`config.mk`:
```
export PLATFORM = sky130hd
export DESIGN_NAME = primes_sieve_hsimple
export DESIGN_NICKNAME = d
export VERILOG_FILES = /design/src/rtl/primes_sieve_hsimple.sv
export SDC_FILE = /design/constraint.sdc
export NUM_CORES = 2
export LEC_CHECK = 0
export CORE_MARGIN = 2
export CORE_UTILIZATION = 40
export DETAILED_ROUTE_END_ITERATION = 8
export DONT_BUFFER_PORTS = 1
export PLACE_DENSITY = 0.68
export SYNTH_ARGS = -nofsm -noshare
export SYNTH_HDL_FRONTEND = slang
export SYNTH_SLANG_ARGS = --single-unit
```
`constraint.sdc`:
```
create_clock -name clk -period 23.8 [get_ports clk]
set_input_delay 4.76 -clock clk [delete_from_list [all_inputs] [get_ports clk]]
set_output_delay 4.76 -clock clk [all_outputs]
set_load 0.005 [all_outputs]
```
`src/rtl/primes_sieve_hsimple.sv`:
```
// rtl/primes_sieve_hsimple.sv - sieve-of-Eratosthenes prime counter over a 256-bit HSIMPLE DRAM port
// Optional debug port outerv is enabled by defining OUTERV_PORT_EN.
module primes_sieve_hsimple #(
    parameter int LIMIT = 10000,
    parameter int DW    = 256,
    parameter int AW    = 22
) (
    input  logic              clk,
    input  logic              reset,
    output logic              hs_dram0bank_REQ,
    input  logic              hs_dram0bank_ACK,
    output logic              hs_dram0bank_RWBAR,
    output logic [AW-1:0]     hs_dram0bank_ADDR,
    output logic [DW-1:0]     hs_dram0bank_WDATA,
    output logic [DW/8-1:0]   hs_dram0bank_LANES,
    input  logic [DW-1:0]     hs_dram0bank_RDATA,
    output logic              done,
    output logic [31:0]       prime_count,
    output logic [4:0]        xpc10
`ifdef OUTERV_PORT_EN
    ,
    output logic [63:0]       outerv
`endif
);

    localparam int              LANES_N = DW / 8;
    localparam int              NW      = (LIMIT + 31) / 32;
    localparam logic [31:0]     LIM32   = 32'(LIMIT);
    localparam logic [AW-1:0]   LAST_W  = AW'(NW - 1);

    typedef enum logic [2:0] {
        S_CLEAR  = 3'd0,
        S_P_INIT = 3'd1,
        S_P_READ = 3'd2,
        S_MARK   = 3'd3,
        S_P_NEXT = 3'd4,
        S_COUNT  = 3'd5,
        S_DONE   = 3'd6
    } state_t;

    state_t              state;
    state_t              state_nxt;
    logic [31:0]         p;
    logic [31:0]         m;
    logic [AW-1:0]       widx;
    logic [31:0]         count;

    logic                xfer;
    logic                idle;
    logic [7:0]          flag_byte;
    logic [31:0]         p_inc;
    logic [63:0]         p_inc_sq;
    logic [5:0]          word_count;

    logic                issue;
    logic                issue_rd;
    logic [AW-1:0]       issue_addr;
    logic [DW-1:0]       issue_wdata;
    logic [LANES_N-1:0]  issue_lanes;

    // A new access may only start once ACK has been seen low with no request outstanding.
    assign xfer      = hs_dram0bank_REQ & hs_dram0bank_ACK;
    assign idle      = ~hs_dram0bank_REQ & ~hs_dram0bank_ACK;
    assign flag_byte = hs_dram0bank_RDATA[{p[4:0], 3'b000} +: 8];
    assign p_inc     = p + 32'd1;
    assign p_inc_sq  = {32'd0, p_inc} * {32'd0, p_inc};

    assign prime_count = count;
`ifdef OUTERV_PORT_EN
    assign outerv = {count, p};
`endif

    always_comb begin
        word_count = '0;
        for (int k = 0; k < LANES_N; k++) begin
            if ((hs_dram0bank_RDATA[8*k +: 8] != 8'd0) &&
                (32'({widx, 5'(k)}) >= 32'd2) &&
                (32'({widx, 5'(k)}) < LIM32)) begin
                word_count = word_count + 6'd1;
            end
        end
    end

    always_ff @(posedge clk) begin
        if (reset) begin
            state <= S_CLEAR;
        end else begin
            state <= state_nxt;
        end
    end

    always_comb begin
        state_nxt = state;
        case (state)
            S_CLEAR:  if (xfer && widx == LAST_W) state_nxt = S_P_INIT;
            S_P_INIT: state_nxt = S_P_READ;
            S_P_READ: if (xfer) state_nxt = (flag_byte != 8'd0) ? S_MARK : S_P_NEXT;
            S_MARK:   if (m >= LIM32) state_nxt = S_P_NEXT;
            S_P_NEXT: state_nxt = (p_inc_sq < 64'(LIMIT)) ? S_P_READ : S_COUNT;
            S_COUNT:  if (xfer && widx == LAST_W) state_nxt = S_DONE;
            S_DONE:   state_nxt = S_DONE;
            default:  state_nxt = S_CLEAR;
        endcase
    end

    always_comb begin
        issue       = 1'b0;
        issue_rd    = 1'b1;
        issue_addr  = '0;
        issue_wdata = '0;
        issue_lanes = '0;
        done        = (state == S_DONE);
        xpc10       = {2'b00, state};
        case (state)
            S_CLEAR: begin
                issue       = idle;
                issue_rd    = 1'b0;
                issue_addr  = widx;
                issue_wdata = {LANES_N{8'h01}};
                issue_lanes = '1;
            end
            S_P_READ: begin
                issue      = idle;
                issue_addr = p[AW+4:5];
            end
            S_MARK: begin
                issue       = idle && (m < LIM32);
                issue_rd    = 1'b0;
                issue_addr  = m[AW+4:5];
                issue_lanes = {{(LANES_N-1){1'b0}}, 1'b1} << m[4:0];
            end
            S_COUNT: begin
                issue      = idle;
                issue_addr = widx;
            end
            default: ;
        endcase
    end

    always_ff @(posedge clk) begin
        if (reset) begin
            hs_dram0bank_REQ   <= 1'b0;
            hs_dram0bank_RWBAR <= 1'b1;
            hs_dram0bank_ADDR  <= '0;
            hs_dram0bank_WDATA <= '0;
            hs_dram0bank_LANES <= '0;
            p                  <= '0;
            m                  <= '0;
            widx               <= '0;
            count              <= '0;
        end else begin
            if (xfer) begin
                hs_dram0bank_REQ <= 1'b0;
            end else if (issue) begin
                hs_dram0bank_REQ   <= 1'b1;
                hs_dram0bank_RWBAR <= issue_rd;
                hs_dram0bank_ADDR  <= issue_addr;
                hs_dram0bank_WDATA <= issue_wdata;
                hs_dram0bank_LANES <= issue_lanes;
            end
            case (state)
                S_CLEAR:  if (xfer) widx <= (widx == LAST_W) ? '0 : widx + 1'b1;
                S_P_INIT: p <= 32'd2;
                S_P_READ: if (xfer && flag_byte != 8'd0) m <= p * p;
                S_MARK:   if (xfer) m <= m + p;
                S_P_NEXT: begin
                    p <= p_inc;
                    if (!(p_inc_sq < 64'(LIMIT))) begin
                        widx  <= '0;
                        count <= '0;
                    end
                end
                S_COUNT: begin
                    if (xfer) begin
                        count <= count + 32'(word_count);
                        widx  <= widx + 1'b1;
                    end
                end
                default: ;
            endcase
        end
    end

endmodule

```
==> impl_results.md <==
* Grt total ovfl at 0
* Initial antenna violation count at 5
* Hold buffers post-CTS at 0
* Vias/cell at 5.318
* Drt first-iter violations at 3,250
* WP data arrival at 23.77 ns
* Crit-path max FO at 3
* Final WL at 177,600 µm
* CTS tree: yes
* Detailed-router iteration count before antenna repair at 6
* # DRC at 0
* Final hold viol count at 0
* Worst Hold Class: reg2reg
* Number of synthesized register bits at 178
* Seq/Total Area, Yosys at 0.06039
* Max_slew headroom at 0.1424
* Row Count at 140
* Min Clock Period, post-route at 23.37 ns
* Largest net degree at the start of global routing at 131
* Detailed Place HPWL at 140,000 µm
* Hold path depth at 2
* First-pass GRT wire length at 277,600 µm
* Vias at 46,080
* Met2 Usage GRT at 0.4077
* Max-slew violations at 0
* GP Congestion at 0.9305
* # nets final at 8,622
* Fmax at 42.80 MHz
* Crit path launch type: input port
* I/O pins at 609
* Distinct cells, synth at 104
* Worst-Skew Late Latency at 0.49 ns
* CP Class: in2reg
* Port Buf Inserts at 0
* Worst Tran Pin Value at 1.284 ns
* Ratio of cells with drive above 1 in the final layout at 0.06201
* Vias in the first global route at 48,790
* DP Area at 0.06095 mm²
* Clock tree sinks at 178
* CP required at 24.21 ns
* Die height at 388.1 µm
* GR Layer Usage met1 at 0.2865
* Tcrit/Tclk final at 0.9817
* Synth Flop Type: dfxtp_1
* CP endpoint kind: register
* R2R depth at 105
* Number of synthesized flops with an enable pin at 0
* GRT Util Overall at 0.2365
* Ys Warns at 0
* Die width at 388.1 µm
* Slowest cell on the critical path: or4_4
* Area Overhead vs Synth at 5.290%
* CTS Root Cell: clkbuf_16
* TritonCTS Buffers at 17
* Final ANT Viol Nets at 0
* Cells after synthesis at 6,816
* WL/cell at 20.50 µm
* Synth Cell Area at 0.05901 mm²
* Met3 Use GR at 0.04831
* Final Setup Violations at 0
* Ys async rst share at 0
* Unrepaired setup endpoints after global routing: true
* Top Usage Layer GRT: met2
* Slowest cell delay on critical path at 0.57 ns
* Worst-path clk slew at 0.08 ns
* Max-cap violations at 0
* Worst path most repeated cell: ha_4
* Status: complete, no violations
* Clock skew at 0.02501 ns
* Die Area at 0.1506 mm²
* Setup TNS at 0 ns
* Mapped Avg Cell Area at 8.658 µm²
* H-Tree Depth at 4
* Design area at 0.06213 mm²
* CTS max path bufs at 2
* Core ar. at 0.1461 mm²
* Initial Utilization at 0.4039
[cells in the mapped netlist (11+ instances only)]
cell type	n	area [µm²]
nor2b_1	30	187.7
mux2i_1	50	500.5
o21bai_1	30	225.2
inv_1	1441	5409
dfxtp_1	178	3563
buf_1	16	60.06
a31oi_1	15	93.84
xor2_1	72	630.6
a21o_1	66	495.5
nand2_1	600	2252
mux2_2	17	191.4
nand2b_1	57	356.6
fa_1	1177	23560
mux4_2	11	247.7
o211ai_1	16	120.1
o22ai_1	17	106.4
ha_1	458	5731
buf_4	257	1929
and2_1	119	744.5
nor3_1	77	385.4
nand4_1	40	250.2
o21ai_0	124	620.6
nor4_1	53	331.6
a311oi_1	13	113.9
xnor2_2	14	227.7
a22oi_1	24	180.2
nor2_1	618	2320
clkbuf_1	246	923.4
nor3b_1	11	82.58
xnor2_1	169	1480
a211oi_1	89	668.1
a21oi_1	256	1281
o21a_1	24	180.2
or4_1	49	367.9
and3_1	45	281.5
o31ai_1	34	255.2
or3_1	25	156.4
nand3_1	75	375.4
[layout make-up]
type / instances / area, µm²
clock inverter: 15 / 198.9
fill: 14330 / 83960
timing repair buffer: 186 / 1396
multi-input combinational: 4894 / 48680
clock buffer: 17 / 425.4
antenna: 6 / 15.01
sequential: 178 / 3573
inverter: 1451 / 5446
tap: 1917 / 2399
[cells by family after synthesis]
| group | count (synthesis) | synth area share |
|---|---|---|
| muxes | 79 | 0.01631 |
| other | 1 | 0.00006355 |
| buffers and inverters | 1973 | 0.1419 |
| and+or+nand+nor | 1850 | 0.1449 |
| DFF | 178 | 0.06039 |
| AOI/OAI and AO/OA | 821 | 0.09105 |
| adders and majority gates | 1635 | 0.4964 |
| xor gates and xnor gates | 279 | 0.04896 |
[metal layers]
metal	up-vias	part of all wire
li1	20610	-
met1	23120	0.38
met2	1908	0.49
met3	443	0.081
met4	4	0.049
met5	-	0.00014
[registers in the layout, summed over array words and instances (netlist names)]
signal              flops
hs_dram0bank_ADDR      22
hs_dram0bank_LANES     32
hs_dram0bank_REQ        1
hs_dram0bank_RWBAR      1
hs_dram0bank_WDATA      1
m                      32
p                      32
prime_count            32
state                   3
widx                   22
[critical path: cells and delay by family]
family | cells | cell delay (ns)
adder cells (fa/ha/maj) | 30 | 7.76
AO/OA/AOI/OAI | 28 | 4.25
multiplexers | 13 | 3.44
AND/OR/NAND/NOR | 22 | 2.80
buffers and inverters | 5 | 0.39
XOR/XNOR | 2 | 0.37
[stage by stage]
step                      hold WS, ns  setup WS, ns    util  cells
final                          0.4992        0.4348  0.4253   8664
after detailed placement       0.4911       -0.6850  0.4172   8604
after global placement         0.4796       -0.4407  0.4172   8604
after global routing           0.5274       -0.3134  0.4253   8663
after floorplan                0.4591       0.01594       -   7045
after CTS                      0.5021       0.02582  0.4222   8642
[worst paths after layout]
kind,start,slack [ns],end
worst max-delay path,hs_dram0bank_RDATA[6],0.43,prime_count[24]
worst min-delay path,prime_count[31],0.50,prime_count[31]
worst max register to register,widx[2],2.69,prime_count[24]
worst min register to register,prime_count[31],0.50,prime_count[31]
[what timing repair did]
| action | CTS | global route |
|---|---|---|
| setup buffers | 6 | 17 |
| resized for setup | 9 | 64 |
| endpoints found under the setup margin | 19 | 31 |
| pin swaps | 6 | 65 |
[placed cells by master (no fill, tap or decap), types with 30 or more instances in the layout]
| cell type | count |
|---|---|
| nand2b_1 | 57 |
| nand2_1 | 588 |
| or4_1 | 48 |
| fa_1 | 1176 |
| and3_1 | 43 |
| a211oi_1 | 88 |
| nor3_1 | 74 |
| o21ai_0 | 118 |
| inv_1 | 1438 |
| conb_1 | 230 |
| nand4_1 | 40 |
| nor2_1 | 606 |
| o31ai_1 | 32 |
| dfxtp_1 | 172 |
| nand3_1 | 73 |
| ha_1 | 437 |
| a21oi_1 | 248 |
| xor2_1 | 68 |
| mux2i_1 | 49 |
| buf_4 | 186 |
| xnor2_1 | 159 |
| nor4_1 | 53 |
| and2_1 | 117 |
| o21bai_1 | 30 |
| a21o_1 | 66 |
Power is left out: the tool's default activity adds up to more than one toggle a clock period on the data nets, which glitch-free logic cannot reach.
